[config.mk]
export PLATFORM = sky130hd
export DESIGN_NAME = lsu_byte_master
export DESIGN_NICKNAME = d
export VERILOG_FILES = /design/src/rtl/lsu_byte_master.sv
export SDC_FILE = /design/constraint.sdc
export NUM_CORES = 1
export LEC_CHECK = 0
export CAP_MARGIN = 25
export CORE_ASPECT_RATIO = 1.2
export CORE_MARGIN = 2
export CORE_UTILIZATION = 35
export DETAILED_ROUTE_END_ITERATION = 7
export GPL_ROUTABILITY_DRIVEN = 0
export PLACE_DENSITY = 0.58
export SETUP_SLACK_MARGIN = 0.2
export SLEW_MARGIN = 20
export SYNTH_ARGS = -nofsm -noshare
export SYNTH_HDL_FRONTEND = slang
export SYNTH_SLANG_ARGS = --single-unit
[constraint.sdc]
create_clock -name CLK -period 4.96 [get_ports CLK]
set_clock_uncertainty 0.1 [all_clocks]
set_input_delay 0.496 -clock CLK [delete_from_list [all_inputs] [get_ports CLK]]
set_output_delay 0.496 -clock CLK [all_outputs]
set_load 0.02 [all_outputs]
[src/rtl/lsu_byte_master.sv]
// lsu_byte_master: load/store initiator that splits a byte/half/word core
// request into sequential little-endian single-byte memory transactions,
// reassembles load data with sign/zero extension and returns a one-cycle
// response. The current FSM state is exported on dbg_state.
//
// Handshakes:
//   core side  - a request transfers on a rising edge where req_valid and
//                req_ready are both 1; req_ready is high only while idle.
//                The response is a single-cycle resp_valid pulse; resp_err
//                and resp_rdata are meaningful only during that pulse.
//   memory side - mem_en/mem_we/mem_addr/mem_wdata are registered and held
//                until an edge samples mem_ack = 1; that edge completes the
//                byte (mem_rdata is captured on it). mem_ack is ignored
//                while mem_en = 0.
module lsu_byte_master #(
    parameter int ADDR_LIMIT = 4096
) (
    input  logic        CLK,
    input  logic        RST_n,
    input  logic        req_valid,
    output logic        req_ready,
    input  logic        req_wr,
    input  logic [1:0]  req_digit,
    input  logic        req_unsigned,
    input  logic [31:0] req_addr,
    input  logic [31:0] req_wdata,
    output logic        resp_valid,
    output logic        resp_err,
    output logic [31:0] resp_rdata,
    output logic        mem_en,
    output logic        mem_we,
    output logic [31:0] mem_addr,
    output logic [7:0]  mem_wdata,
    input  logic [7:0]  mem_rdata,
    input  logic        mem_ack,
    output logic [1:0]  dbg_state
);

    typedef enum logic [1:0] {
        IDLE   = 2'd0,
        ACCESS = 2'd1,
        DONE   = 2'd2
    } state_t;

    state_t      state;
    logic        wr_q;
    logic        uns_q;
    logic [1:0]  dig_q;
    logic [1:0]  last_q;     // index of the final byte (nbytes - 1)
    logic [1:0]  cnt;
    logic [31:0] addr_q;
    logic [31:0] wdata_q;
    logic [31:0] buf_q;

    logic [1:0]  req_last;
    logic [32:0] req_end;
    logic        req_bad;
    logic [31:0] buf_next;
    logic [1:0]  cnt_inc;

    assign dbg_state = state;

    // Extend the reassembled load value to 32 bits according to width.
    function automatic logic [31:0] extend(input logic [31:0] b,
                                           input logic [1:0]  dig,
                                           input logic        uns);
        case (dig)
            2'b00:   extend = {{24{~uns & b[7]}}, b[7:0]};
            2'b01:   extend = {{16{~uns & b[15]}}, b[15:0]};
            default: extend = b;
        endcase
    endfunction

    // Request decode: last byte index, 33-bit end address (so a wrap past
    // 0xFFFFFFFF is caught) and the buffer with the current byte merged in.
    always_comb begin
        case (req_digit)
            2'b00:   req_last = 2'd0;
            2'b01:   req_last = 2'd1;
            default: req_last = 2'd3;
        endcase
        req_end  = {1'b0, req_addr} + {31'b0, req_last};
        req_bad  = (req_digit == 2'b11) || (req_end >= 33'(ADDR_LIMIT));
        buf_next = buf_q;
        buf_next[{cnt, 3'b000} +: 8] = mem_rdata;
        cnt_inc  = cnt + 2'd1;
    end

    // Control FSM with registered core-side and memory-side outputs.
    always_ff @(posedge CLK or negedge RST_n) begin
        if (!RST_n) begin
            state      <= IDLE;
            req_ready  <= 1'b1;
            resp_valid <= 1'b0;
            resp_err   <= 1'b0;
            resp_rdata <= '0;
            mem_en     <= 1'b0;
            mem_we     <= 1'b0;
            mem_addr   <= '0;
            mem_wdata  <= '0;
            wr_q       <= 1'b0;
            uns_q      <= 1'b0;
            dig_q      <= '0;
            last_q     <= '0;
            cnt        <= '0;
            addr_q     <= '0;
            wdata_q    <= '0;
            buf_q      <= '0;
        end else begin
            case (state)
                IDLE: begin
                    if (req_valid && req_ready) begin
                        wr_q      <= req_wr;
                        uns_q     <= req_unsigned;
                        dig_q     <= req_digit;
                        last_q    <= req_last;
                        addr_q    <= req_addr;
                        wdata_q   <= req_wdata;
                        buf_q     <= '0;
                        cnt       <= '0;
                        req_ready <= 1'b0;
                        if (req_bad) begin
                            // Rejected requests never touch memory.
                            state      <= DONE;
                            resp_valid <= 1'b1;
                            resp_err   <= 1'b1;
                            resp_rdata <= '0;
                        end else begin
                            state     <= ACCESS;
                            mem_en    <= 1'b1;
                            mem_we    <= req_wr;
                            mem_addr  <= req_addr;
                            mem_wdata <= req_wdata[7:0];
                        end
                    end
                end
                ACCESS: begin
                    if (mem_ack) begin
                        if (!wr_q) begin
                            buf_q <= buf_next;
                        end
                        if (cnt == last_q) begin
                            state      <= DONE;
                            mem_en     <= 1'b0;
                            mem_we     <= 1'b0;
                            mem_addr   <= '0;
                            mem_wdata  <= '0;
                            resp_valid <= 1'b1;
                            resp_err   <= 1'b0;
                            resp_rdata <= wr_q ? 32'd0 : extend(buf_next, dig_q, uns_q);
                        end else begin
                            // Next byte follows immediately with mem_en held high.
                            cnt       <= cnt_inc;
                            mem_addr  <= addr_q + {30'b0, cnt_inc};
                            mem_wdata <= wdata_q[{cnt_inc, 3'b000} +: 8];
                        end
                    end
                end
                DONE: begin
                    state      <= IDLE;
                    resp_valid <= 1'b0;
                    resp_err   <= 1'b0;
                    resp_rdata <= '0;
                    req_ready  <= 1'b1;
                end
                default: begin
                    state      <= IDLE;
                    req_ready  <= 1'b1;
                    resp_valid <= 1'b0;
                    mem_en     <= 1'b0;
                    mem_we     <= 1'b0;
                end
            endcase
        end
    end

endmodule

**Yosys cells after proc, flatten, opt, wreduce, memory -nomap -nowiden**

Index checks and enable logic that the tools add are counted.

- Register bits: 183
- Latch bits: 0
- Memory bits (writable): 0
- ROM bits: 0
- Bits of input ports: 80
- Output and inout port bits: 79
- Word-level logic and storage cells: 107
- Memories: 0

- Add/subtract/negate cells: 4
- $mul: 0
- Div/mod/pow operators: 0
- $lt $le $gt $ge: 1
- Equality and inequality tests: 13
- Shift-type cells: 3
- Muxes and demuxes: 48
- Bitwise logic cells: 5
- Reductions and logical operators: 16

Operators with widths:

| cell | count |
|---|---|
| 32-bit 2-to-1 mux | 12 |
| 32-bit one-hot mux with 2 select lines | 3 |
| 32-bit one-hot mux with 3 select lines | 1 |
| 32-bit by 2-bit adder with 33-bit output | 1 |
| 33-bit by 13-bit >= comparator with 1-bit output, second input constant | 1 |
| 32-bit by 2-bit adder with 32-bit output | 1 |
| 32-bit bitwise mux | 1 |
| 8-bit 2-to-1 mux | 4 |
| 8-bit by 7-bit variable shift with 32-bit output, first input constant | 1 |
| 32-bit by 6-bit indexed part select with 8-bit output | 1 |
| 8-bit by 7-bit indexed part select with 32-bit output | 1 |
| 8-bit one-hot mux with 2 select lines | 1 |
| 4-bit AND reduction | 4 |
| 2-bit 2-to-1 mux | 7 |
| 2-bit != test, second input constant | 7 |
| 2-bit one-hot mux with 2 select lines | 3 |
| 1-bit 2-to-1 mux | 11 |
| 5-bit AND reduction | 2 |
| 1-bit one-hot mux with 3 select lines | 3 |
| 5-bit negator with 7-bit output | 1 |
| 2-bit by 1-bit == test with 1-bit output, second input constant | 3 |
| 2-bit zero test | 3 |
| 2-bit == test, second input constant | 2 |
| 1-bit one-hot mux with 2 select lines | 2 |
| 10 further kinds | 14 |

**Logic depth before layout (Yosys ltp)**

- Depth after elaboration: 9
- Mapped depth: 13
- Gate-level depth less buffers: 12

**Worst setup path after synthesis**

No wires, ideal clock.

- Path type: input port to flip-flop
- Start: in req_digit[0]
- End: reg mem_addr[10]
- Setup time: 127 ps
- Arrival: 3453 ps
- Required time: 4733 ps
- Setup slack: 1279 ps
- Cell stages on the path: 12
- Buffers on the path: 1
- Cells stage by stage: or2_2 ha_1 fa_1 nand4_1 nand2_1 mux2_2 o21ai_1 o211ai_1 or4_4 a21oi_4 buf_8 mux2_1

- Word-level cells in the longest chain between the ends: 7
- Elaborated cells on any way between the ends: 9
- Classes of those cells: add/sub (1); order compare (1); eq/ne (3); mux (1); reduce/logical (3)

Ends and longest elaborated chain:

| element | line | text |
|---|---|---|
| from (decl) | 23 | `input logic [1:0] req_digit,` |
| 2-bit by 1-bit == test with 1-bit output or 2-bit zero test (tied branches) | 77 | `case (req_digit)` |
| 2-bit one-hot mux with 2 select lines | 77 |  |
| 32-bit by 2-bit adder with 33-bit output | 82 | `req_end = {1'b0, req_addr} + {31'b0, req_last};` |
| 33-bit by 13-bit >= comparator with 1-bit output | 83 | `req_bad = (req_digit == 2'b11) \|\| (req_end >= 33'(ADDR_LIMIT));` |
| 1-bit logical OR (*) | 83 |  |
| 2-bit != test (no source line) (*) | -- |  |
| 4-bit AND reduction (no source line) (*) | -- |  |
| to (signal assigned) | 132 | `mem_addr <= req_addr;` |
| to (signal assigned) | 154 | `mem_addr <= addr_q + {30'b0, cnt_inc};` |
| to (decl) | 32 | `output logic [31:0] mem_addr,` |

Mark *: on every way between the ends. The rest lies on a longest branch, timed or not.
A chain may end at the register's enable or synchronous reset.

**Worst setup path in the final report**

- Start: in req_digit[1]
- End: reg resp_rdata[17]

- Word-level cells in the longest chain between the ends: 7
- Elaborated cells on any way between the ends: 9
- Classes of those cells: add/sub (1); order compare (1); eq/ne (3); mux (1); reduce/logical (3)

Ends and longest elaborated chain:

| element | line | text |
|---|---|---|
| 2-bit by 1-bit == test with 1-bit output or 2-bit zero test (tied branches) | 77 |  |
| 2-bit one-hot mux with 2 select lines (*) | 77 |  |
| net req_last[0] | 55 | `logic [1:0] req_last;` |
| 32-bit by 2-bit adder with 33-bit output (*) | 82 |  |
| 33-bit by 13-bit >= comparator with 1-bit output (*) | 83 |  |
| 1-bit logical OR (*) | 83 |  |
| 2-bit != test (no source line) (*) | -- |  |
| 5-bit AND reduction (no source line) (*) | -- |  |
| to (signal assigned) | 150 | `resp_rdata <= wr_q ? 32'd0 : extend(buf_next, dig_q, uns_q);` |
| to (decl) | 29 | `output logic [31:0] resp_rdata,` |

Mark *: on every way through the listed nets, which the timed path passes. The rest lies on a longest branch.

==> flow_summary.ini <==
[outcome]
status = finished, final reports clean

[yosys]
yosys.area.top_type = dfrtp_1
synth_common_cells = dfrtp_1 (182), nand2_1 (87), o21ai_0 (60)
synth_top_area_share = 0.476
synthMostInstantiatedCell = dfrtp_1
synth_seq_cells = 183
syn_inst = 908
ys_types = 59
synth.area.top_cells = dfrtp_1 (48%), mux2_1 (6.4%), mux2_2 (6.1%), nand2_1 (3.4%), o21ai_0 (3.1%)
synth_area_um2 = 9570
async_reset_ff_frac = 1.00
avgSynthCellArea_um2 = 10.5
synth-main-ff-cell = dfrtp_1
synth_edf_count = 0
ys_warn_count = 0
seq_area_frac_synth = 0.479
syn_nets = 1003

[global_route]
antenna_found_initial = 0
grt-ovfl-total = 0
grt_pass1_vias = 7407
grtUsageTotal = 0.182
grt_pass1_wl_um = 40700
grt_max_degree = 109

[setup_path]
cp-start-kind = primary input
endpoint = resp_rdata[17]
reg2reg_slack_ns = 1.19
critPathArrivalTime_ns = 4.34
path_cells = clkdlybuf4s50_1 -> or2_2 -> ha_1 -> fa_1 -> nand4_1 -> nand2_1 -> mux2_2 -> o21ai_1 -> o211ai_1 -> nor4_2 -> a211oi_4 -> buf_4 -> mux2_1
cpPeakStageDelay_ns = 0.68
cp_slowest_cell = nor4_2
crit_family = simple AND/OR/NAND/NOR gates
cp_num_buf_inv = 2
endpoint_kind = flip-flop
cp_max_fo = 33
crit_start = req_digit[1]
critPathKind = in2reg
reg2reg_depth = 12
reg2reg_from = cnt[1]
rr_endpoint = mem_addr[30]
path_depth = 13
required_ns = 5.18

[detailed_routing]
vias = 7284
drtAntennaViolNets = 0
avgRoutedWirePerCell_um = 17.7
initialDrtViolationCount = 469
drc = 0
drt-vias-per-instance = 5.17
dr.pass1.iters = 5
wl_um = 24900

[clock_tree]
cts_setup_buffers = 0
cts.htree.levels = 4
postCtsHoldBufs = 0
root_buffer = clkbuf_16
cts_buffers = 17
cts.clk_slew.worst_paths_ns = 0.07
cts_tree = done
clockBufferDepth = 2
insertion_delay_ns = 0.44
clock_sinks = 183
cts-resized-gates = 0

[floorplan]
die_area_um2 = 28700
dieHeight_um = 185
io_pins = 159
rows = 66
core_um2 = 27000
start_util = 0.354
die_w_um = 155

[timing]
report.final.setup_viol = 0
layout_setup_ws_ns = 0.834
finalCritPeriodShare = 0.832
rsz0062_at_grt = no
finalSetupTns_ns = 0
relSlewSlack = 0.329
hold_viol_final = 0
min_period_ns = 4.13
drv_slew = 0
tightest_slew_ns = 0.999
timing.fmax_mhz = 242

[placed_design]
portBuffers = 158
pre_cts_ws_ns = 0.390
dp_hpwl_um = 17900

[final_layout]
area_delta_synth_final_pct = 26.4
final_util = 0.448
antenna_cells = 0
layout-drive-gt1-share = 0.120
nets = 1150

[power]
power.density_nw_per_um2 = 462
total_power_uw = 5580
p_leak_uw = 0.00504
peakVddDrop_v = 0.000301

[hold_path]
hp-class = in2async

[run]
maxCapViolCount = 0
[metrics by stage]
stage	instances	hold slack, ns	instance area [um2]
after floorplan	908	0.100	9570
after global placement	1374	0.359	11500
after detailed placement	1375	0.370	11500
after CTS	1407	0.109	12100
after global routing	1408	0.145	12100
final	1408	0.0776	12100
[how the worst min path moves through the flow]
stage	startpoint	end	slack, ns	cells after the start
floorplan	RST_n	addr_q[0]	0.10	0
global placement	wdata_q[1]	wdata_q[1]	0.36	2
detailed placement	wdata_q[6]	wdata_q[6]	0.37	2
CTS	RST_n	resp_rdata[5]	0.11	1
global route	RST_n	resp_rdata[5]	0.15	1
finish	RST_n	resp_rdata[5]	0.08	1
[where the power goes]
| part | leakage [uW] | switching, uW | internal, uW |
|---|---|---|---|
| clock | 0.000286 | 646 | 713 |
| combinational | 0.00242 | 974 | 935 |
| sequential | 0.00234 | 373 | 1940 |
[metal layers]
metal  wire, um  share of wire  global-route usage  vias up
met2      12300           0.49               0.310      158
met3        856          0.034              0.0323       27
met4        431          0.017              0.0552        0
met5          0              0                   0        -
met1      11300           0.45               0.237     3594
li1           -              -                   -     3505
[registers in the layout (all words and copies together), names as in the netlist]
register and cells:
resp_valid 1, resp_err 1, uns_q 1, cnt 2
mem_addr 32, mem_wdata 8, resp_rdata 32, addr_q 32
last_q 2, mem_we 1, mem_en 1, buf_q 32
dig_q 2, wr_q 1, dbg_state 2, wdata_q 32
req_ready 1
[area by class of cell]
type	instances	area [um2]
Timing Repair Buffer	174	1720
Fill cell	2573	14900
Clock buffer	17	425
Multi-Input combinational cell	620	4560
Tap cell	340	425
Sequential cell	183	4580
Inverter	59	221
Clock inverter	15	156
[logic make-up (layout without fill, tap and decap cells)]
logic type / after synthesis / after routing / synth area share
AO/OA/AOI/OAI: 173 / 173 / 0.117
XOR/XNOR: 36 / 36 / 0.0330
adder cells (fa/ha/maj): 15 / 15 / 0.0212
buffers and inverters: 105 / 265 / 0.0466
flip-flops: 183 / 183 / 0.479
multiplexers: 124 / 124 / 0.154
AND/OR/NAND/NOR: 272 / 272 / 0.150
[worst register-to-register path, stage by stage (launching register included)]
cell,delay [ns]
dfrtp_1,0.46
inv_1,0.13
ha_1,0.31
inv_1,0.09
fa_1,0.48
nand4b_1,0.26
nor4_1,0.54
nor2b_1,0.35
and2_1,0.28
nand4_1,0.14
xor2_1,0.15
nor2_1,0.05
mux2_1,0.30
[cells in the final DEF (no fill, tap or decap), types with 3 or more instances in the layout]
cell,instances
nor4_2,3
buf_4,14
and2_1,3
mux2_2,52
and3_1,9
ha_1,12
clkdlybuf4s50_1,157
nand4_1,24
a22o_1,26
clkbuf_16,17
a21oi_1,21
o21ai_1,7
inv_6,7
o31ai_1,3
o2bb2ai_1,7
nor4_1,8
nor2_1,39
a31oi_1,16
mux4_2,8
nand2_1,87
xnor2_1,25
nand3_1,31
nor3_1,8
dfrtp_1,182
nand2b_1,17
xor2_1,11
nor2b_1,28
mux2_1,54
o21ai_0,60
o22ai_1,17
mux2i_1,10
inv_1,57
(Power assumes the default switching activity.)
